### config.mk
export PLATFORM = sky130hd
export DESIGN_NAME = pc_sequencer
export DESIGN_NICKNAME = d
export VERILOG_FILES = /design/src/rtl/pc_seq_pkg.sv /design/src/rtl/pc_next_sel.sv /design/src/rtl/pc_sequencer.sv
export SDC_FILE = /design/constraint.sdc
export NUM_CORES = 1
export LEC_CHECK = 0
export BUFFER_PORTS_ARGS = -buffer_cell sky130_fd_sc_hd__buf_2
export CELL_PAD_IN_SITES_DETAIL_PLACEMENT = 0
export CELL_PAD_IN_SITES_GLOBAL_PLACEMENT = 1
export CORE_MARGIN = 2
export CORE_UTILIZATION = 34
export CTS_CLUSTER_DIAMETER = 40
export DETAILED_ROUTE_END_ITERATION = 8
export GPL_ROUTABILITY_DRIVEN = 0
export HOLD_SLACK_MARGIN = 0.05
export PLACE_DENSITY_LB_ADDON = 0.1
export SLEW_MARGIN = 25
export SYNTH_ARGS = -nofsm -noshare
export SYNTH_HDL_FRONTEND = slang
export SYNTH_SLANG_ARGS = --single-unit
export TNS_END_PERCENT = 20
### constraint.sdc
create_clock -name Clk -period 2.58 [get_ports Clk]
set_input_delay 0.258 -clock Clk [delete_from_list [all_inputs] [get_ports Clk]]
set_output_delay 0.258 -clock Clk [all_outputs]
set_load 0.005 [all_outputs]
### src/rtl/pc_seq_pkg.sv
// pc_seq_pkg: fetch sequencer states, next-PC select codes and reset address.
package pc_seq_pkg;
    typedef enum logic [1:0] {BOOT, RUN, STALL, FLUSH} state_t;
    typedef enum logic [2:0] {SEL_SEQ, SEL_HOLD, SEL_BR, SEL_JR, SEL_J} sel_t;
    localparam logic [31:0] RESET_ADDR_DEF = 32'h0000_0000;
endpackage

### src/rtl/pc_next_sel.sv
// pc_next_sel: priority mux choosing branch > jr > jump > stall > sequential.
module pc_next_sel import pc_seq_pkg::*; (
    input  logic [31:0] seq_pc,
    input  logic [31:0] hold_pc,
    input  logic        stall,
    input  logic        br,
    input  logic [31:0] br_tgt,
    input  logic        jr,
    input  logic [31:0] jr_tgt,
    input  logic        j,
    input  logic [31:0] j_tgt,
    output sel_t        sel,
    output logic [31:0] next_pc,
    output logic        misalign
);
    logic        redir;
    logic [31:0] tgt;
    always_comb begin
        redir    = br | jr | j;
        sel      = br ? SEL_BR : jr ? SEL_JR : j ? SEL_J : stall ? SEL_HOLD : SEL_SEQ;
        tgt      = br ? br_tgt : jr ? jr_tgt : j_tgt;
        misalign = redir && (tgt[1:0] != 2'b00);
        next_pc  = redir ? {tgt[31:2], 2'b00} : stall ? hold_pc : seq_pc;
    end
endmodule

### src/rtl/pc_sequencer.sv
// pc_sequencer: fetch PC register with redirect/stall handling and flush pulses.
module pc_sequencer import pc_seq_pkg::*; #(
    parameter logic [31:0] RESET_ADDR = RESET_ADDR_DEF,
    parameter logic [31:0] PC_INC     = 32'd4,
    parameter int          CNT_W      = 16
) (
    input  logic             Clk,
    input  logic             Reset,
    input  logic             Stall,
    input  logic             BranchTaken,
    input  logic [31:0]      BranchTarget,
    input  logic             JumpReg,
    input  logic [31:0]      JumpRegTarget,
    input  logic             Jump,
    input  logic [31:0]      JumpTarget,
    output logic [31:0]      PCResult,
    output logic [31:0]      PCPlus4,
    output logic             FetchValid,
    output logic             FlushIF,
    output logic             FlushID,
    output logic             AlignErr,
    output logic [CNT_W-1:0] RedirectCount
);
    state_t      state;
    sel_t        sel;
    logic [31:0] next_pc;
    logic        misalign;
    logic        redirect;

    assign PCPlus4  = PCResult + PC_INC;
    assign redirect = (sel == SEL_BR) || (sel == SEL_JR) || (sel == SEL_J);

    pc_next_sel u_sel (
        .seq_pc(PCPlus4), .hold_pc(PCResult), .stall(Stall),
        .br(BranchTaken), .br_tgt(BranchTarget),
        .jr(JumpReg), .jr_tgt(JumpRegTarget),
        .j(Jump), .j_tgt(JumpTarget),
        .sel(sel), .next_pc(next_pc), .misalign(misalign)
    );

    // BOOT spends one cycle at RESET_ADDR with all requests ignored.
    always_ff @(posedge Clk or negedge Reset) begin
        if (!Reset) begin
            state         <= BOOT;
            PCResult      <= RESET_ADDR;
            FetchValid    <= 1'b0;
            FlushIF       <= 1'b0;
            FlushID       <= 1'b0;
            AlignErr      <= 1'b0;
            RedirectCount <= '0;
        end else if (state == BOOT) begin
            state      <= RUN;
            FetchValid <= 1'b1;
        end else begin
            state    <= redirect ? FLUSH : (sel == SEL_HOLD) ? STALL : RUN;
            PCResult <= next_pc;
            FlushIF  <= redirect;
            FlushID  <= sel == SEL_BR;
            AlignErr <= AlignErr | misalign;
            if (redirect && RedirectCount != '1)
                RedirectCount <= RedirectCount + 1'b1;
        end
    end
endmodule

Yosys cells after proc, flatten, opt, wreduce, memory -nomap -nowiden
Index checks and enable logic that the tools add are counted.
- add/sub/neg operators: 2
- $mul: 0
- divide/modulo/power cells: 0
- magnitude comparators: 0
- eq/ne operators: 6
- shifts and indexed selects: 0
- muxes and demuxes: 11
- bitwise gates (word level): 4
- reduce and logical (&&, ||, !) cells: 8
- operators with widths (cell ; count):
    2-to-1 mux 32 bit ; 4
    adder 32 x 3 -> 32 bit, second input constant ; 1
    adder 16 x 1 -> 16 bit, second input constant ; 1
    inequality test 16 bit, second input constant ; 1
    2-to-1 mux 3 bit ; 3
    equality test 3 x 2 -> 1 bit, second input constant ; 2
    2-to-1 mux 2 bit ; 3
    AND reduction 2 bit ; 2
    equality test 3 x 1 -> 1 bit, second input constant ; 1
    equality test 3 bit, second input constant ; 1
    bitwise OR 1 bit ; 3
    logical AND 1 bit ; 2
    logical NOT 2 bit ; 1
    logical OR 1 bit ; 2
    inequality test 2 x 1 -> 1 bit, second input constant ; 1
    nonzero test 2 bit ; 1
    2-to-1 mux 1 bit ; 1
    inverter 1 bit ; 1
- bits in registers: 54
- bits in latches: 0
- RAM bits: 0
- memory bits (read-only): 0
- input bits: 102
- output and inout port bits: 84
- logic and storage cells: 38
- memories: 0

Longest topological paths before layout
- depth after elaboration: 9
- depth in mapped cells: 7
- depth with buffers taken out: 5

Modules after synthesis
A second synthesis with hierarchy kept.
- cells, all modules: 402
- area total of the unflattened synthesis: 4091.4 µm²
- modules (own cells, without submodules) (module ; instances ; cells an instance ; area each (µm²) ; seq. area each (µm²)):
    pc_sequencer ; 1 ; 244 ; 2801.4 ; 1351.3
    pc_next_sel ; 1 ; 158 ; 1290.0 ; 0.0

Least setup slack after synthesis
Ideal clock, no wire load.
- path kind: register to output
- from: register PCResult[3]
- to: output port PCPlus4[16]
- arrival time: 1.693 ns
- required time: 2.322 ns
- slack: 0.629 ns
- cell stages (with the launch flop): 6
- path buffers: 0
- cells stage by stage: dfrtp_1 ha_1 nand4_1 nor4_2 nand2_1 xnor2_1
- word-level cells in the longest chain between the ends: 1
- ends and longest elaborated chain (element ; RTL line ; source):
    start: declaration ; pc_sequencer.sv:16 ; output logic [31:0] PCResult,
    start signal: assignment ; pc_sequencer.sv:56 ; PCResult <= next_pc;
    adder 32 x 3 -> 32 bit ; pc_sequencer.sv:30 ; assign PCPlus4 = PCResult + PC_INC;
    end: declaration ; pc_sequencer.sv:17 ; output logic [31:0] PCPlus4,
No other way between the ends.

Worst setup path after layout
- from: register PCResult[3]
- to: output port PCPlus4[22]
The elaborated chain is that of the path after synthesis.

==> summary.txt <==
Status
  – Outcome: complete, no violations

Pwr
  – Static leakage: 2.31 nW
  – Logic gate share of total power: 0.303
  – Clock power share: 0.265
  – Total Power Consumption: 0.00261 W
  – Pwr dens: 494 nW/um2
  – Sequential share of power: 0.432
  – Power dissipated by switching net loads: 0.000914 W
  – Switching Fraction: 0.350
  – Internal power: 0.00170 W
  – Peak ir drop on the vdd network: 0.000354 V

STA
  – Setup TNS: 0 ns
  – Skew final: 0.0105 ns
  – Final hold violation count: 0
  – Relative slew slack: 0.399
  – Pins over their slew limit: 0
  – Setup repair after global routing missed its margin: no
  – Total of endpoints with negative setup slack in the final report: 0
  – Worst hold slack: 0.234 ns
  – Highest attainable clock frequency: 416 MHz
  – Slew @ Worst Pin: 0.901 ns
  – Min Clock Period, post-route: 2.40 ns
  – Final cycle utilization of the critical path: 0.931

Global routing
  – Maximum number of pins on one net before global-route repair: 39
  – Aggregate global-route resource usage: 0.226
  – Total congestion overflow: 0
  – Vias in the first global route: 4,479
  – Antenna violations before repair: 0
  – Wire length of the first global-routing pass: 23.3 mm

Clock network
  – Cts bufs inserted: 5
  – Clk slew on worst S/H paths: 0.08 ns
  – Clock Latency Late Sink: 0.30 ns
  – Clock tree from TritonCTS: done
  – Deepest clock path buffer count: 2
  – Num Clock Sinks: 52
  – CTS HTree Levels: 2
  – Buffer type at the clock tree root: sky130_fd_sc_hd__clkbuf_16

Cells and area
  – Multi-input combinational cell area: 2540 um2
  – Most common library cell in the layout ignoring fill and taps: sky130_fd_sc_hd__buf_2
  – Top library cells by usage in the layout, fill and taps aside: sky130_fd_sc_hd__buf_2, sky130_fd_sc_hd__nand2_1, sky130_fd_sc_hd__dfrtp_1
  – Fillers: 1,168
  – Post-Layout Inst Area: 5290 um2
  – Share of final-layout standard cells stronger than drive strength 1: 0.346
  – Non-filler cells in the finished layout: 805
  – Signed area change from the synthesized netlist to the final layout: 31.4%
  – Reg area: 1300 um2
  – Net total in the final layout: 765
  – Ant diodes: 0

Placed design
  – # port buffers: 181
  – DP Wirelength: 10.8 mm
  – Post-placement cell area: 5110 um2
  – Cell count after placement: 794

Detailed routing
  – Drt first pass iters: 4
  – Detailed-route DRC error count: 0
  – Initial DRC count: 236
  – Final routed wire length divided by cell count: 18.1 um
  – Post-detailed-route via-to-cell ratio: 5.60
  – Number of routed nets with antenna violations: 0
  – Vias: 4,506
  – Post-detailed-routing wire length: 14.6 mm

Logic synthesis
  – Avg Synthesized Cell Area: 8.20 um2
  – Synthesized-area fraction occupied by xor and xnor cells: 0.0827
  – Count of warnings emitted by yosys: 0
  – Distinct cells, synth: 60
  – Post-Synthesis Cells: 491
  – Synth Area in Adders: 0.00622
  – Number of synthesized flops with an enable pin: 0
  – Proportion of synthesized area in mux cells: 0.0106
  – Commonest register cell after synthesis: sky130_fd_sc_hd__dfrtp_1
  – Compound-cell area share of the yosys netlist: 0.235
  – Post-Synthesis Cell Area: 4030 um2
  – Dominant combinational cell family by area after synthesis: simple AND/OR/NAND/NOR gates
  – Post-synthesis sequential element count: 52
  – Area fraction in and, or, nand and nor cells after synthesis: 0.284
  – Sequential element share of the synthesized area: 0.323
  – Share of flip-flops with an asynchronous set or reset after synthesis: 1.00

Floorplanning
  – Initial Util: 0.351
  – Die X-Extent: 113 um
  – Ports placed on the boundary: 186
  – DIE AREA: 12,700 um2
  – Count of standard-cell rows: 39
  – Core Footprint: 11,500 um2
  – Die Span Y: 113 um

Min path
  – Worst Hold Path EP: PCResult[6]$_DFFE_PN0P_
  – Class of the most critical hold timing path: in2reg
  – Cell depth of the worst min-delay path: 3
  – Min-Delay Startpoint: BranchTarget[6]

Worst setup path
  – Critical path class: reg2out
  – Largest fanout on the critical path: 6
  – Critical R2R Launch: PCResult[3]$_DFFE_PN0P_
  – Setup slack of the most critical reg-to-reg path: 0.55 ns
  – Nature of the critical path endpoint: primary output
  – Reg-to-reg critical path endpoint: PCResult[24]$_DFFE_PN0P_
  – Data required, critical path: 2.32 ns
  – Endpoint arrival time on the critical path: 2.15 ns
  – Startpoint kind of the worst setup timing path: flop
  – Path depth of the worst reg2reg path: 6

Job
  – Number of max-cap violations: 0
registers in the layout (all words and copies together), names as in the netlist:
register	flops
state	2
FlushID	1
FlushIF	1
RedirectCount	16
PCResult	30
FetchValid	1
AlignErr	1
Yosys cell counts (10+ instances only):
master / count / area share
sky130_fd_sc_hd__o21ai_0: 13 / 0.016
sky130_fd_sc_hd__dfrtp_1: 52 / 0.32
sky130_fd_sc_hd__nor4_1: 10 / 0.016
sky130_fd_sc_hd__nor2_1: 31 / 0.029
sky130_fd_sc_hd__nand4_1: 27 / 0.042
sky130_fd_sc_hd__a21oi_1: 10 / 0.012
sky130_fd_sc_hd__nor2b_1: 11 / 0.017
sky130_fd_sc_hd__xor2_1: 13 / 0.028
sky130_fd_sc_hd__o211ai_1: 21 / 0.039
sky130_fd_sc_hd__buf_2: 11 / 0.014
sky130_fd_sc_hd__nand3b_1: 10 / 0.019
sky130_fd_sc_hd__nand3_1: 20 / 0.025
sky130_fd_sc_hd__nor3_1: 11 / 0.014
sky130_fd_sc_hd__clkbuf_1: 26 / 0.024
sky130_fd_sc_hd__nand2_1: 64 / 0.060
sky130_fd_sc_hd__a31oi_1: 11 / 0.017
sky130_fd_sc_hd__xnor2_1: 25 / 0.054
power groups by stage:
stage	Sequential (W)	Combinational, W	Clock (W)
after floorplan	0.00110	0.000430	0
after global placement	0.00114	0.000791	0
after detailed placement	0.00114	0.000795	0
after CTS	0.00113	0.000800	0.000702
after global routing	0.00115	0.000883	0.000737
final	0.00113	0.000791	0.000694
cells by family (layout without fill, tap and decap cells):
kind of cell	after synthesis	after routing
AOI/OAI and AO/OA	124	124
xor gates and xnor gates	38	38
adders and majority gates	2	2
buffers and inverters	53	221
DFF	52	52
muxes	4	4
other	1	4
and+or+nand+nor	217	217
per-stage QoR:
step,setup slack [ns],utilization
2_1_floorplan,0.629,-
3_3_place_gp,0.409,0.445
3_5_place_dp,0.344,0.445
4_1_cts,0.0154,0.459
5_1_grt,0.0530,0.461
6_report,0.177,0.461
critical path: stages, from the launching register on:
cell and delay (ns):
sky130_fd_sc_hd__dfrtp_1 0.43, sky130_fd_sc_hd__ha_2 0.27, sky130_fd_sc_hd__nand4_1 0.09, sky130_fd_sc_hd__buf_4 0.18, sky130_fd_sc_hd__or4_4 0.45, sky130_fd_sc_hd__nor2_1 0.15, sky130_fd_sc_hd__xor2_1 0.15, sky130_fd_sc_hd__buf_2 0.13
per-layer routing:
layer,wire [um],share of wire,global-route usage,vias to the layer above
met5,0,0,0,-
met4,199,0.014,0.0610,0
met3,1060,0.073,0.0428,15
met2,7010,0.48,0.378,137
met1,6290,0.43,0.301,2162
li1,-,-,-,2192
how the worst max path moves through the flow:
stage                     slack (ns)  cells past startpoint                     from     endpoint
after floorplan                 0.63                      5  PCResult[3]$_DFFE_PN0P_  PCPlus4[16]
after global placement          0.41                      6  PCResult[3]$_DFFE_PN0P_  PCPlus4[22]
after detailed placement        0.34                      6  PCResult[3]$_DFFE_PN0P_  PCPlus4[22]
after CTS                       0.02                      6  PCResult[3]$_DFFE_PN0P_  PCPlus4[22]
after global routing            0.05                      7  PCResult[3]$_DFFE_PN0P_  PCPlus4[22]
final                           0.18                      7  PCResult[3]$_DFFE_PN0P_  PCPlus4[22]
final cells by class:
type	instances	area share
Sequential cell	52	0.246
Tap cell	143	0.0338
Clock inverter	2	0.00307
Timing Repair Buffer	205	0.207
Clock buffer	6	0.0244
Inverter	8	0.00568
Multi-Input combinational cell	389	0.480
repair_timing:
action / in CTS / in global routing
setup buffers: 0 / 1
gates resized for setup: 0 / 2
hold buffers: 1 / 0
setup endpoints to repair: 0 / 10
endpoints found under the hold margin: 21 / 0
(Power assumes the default switching activity.)
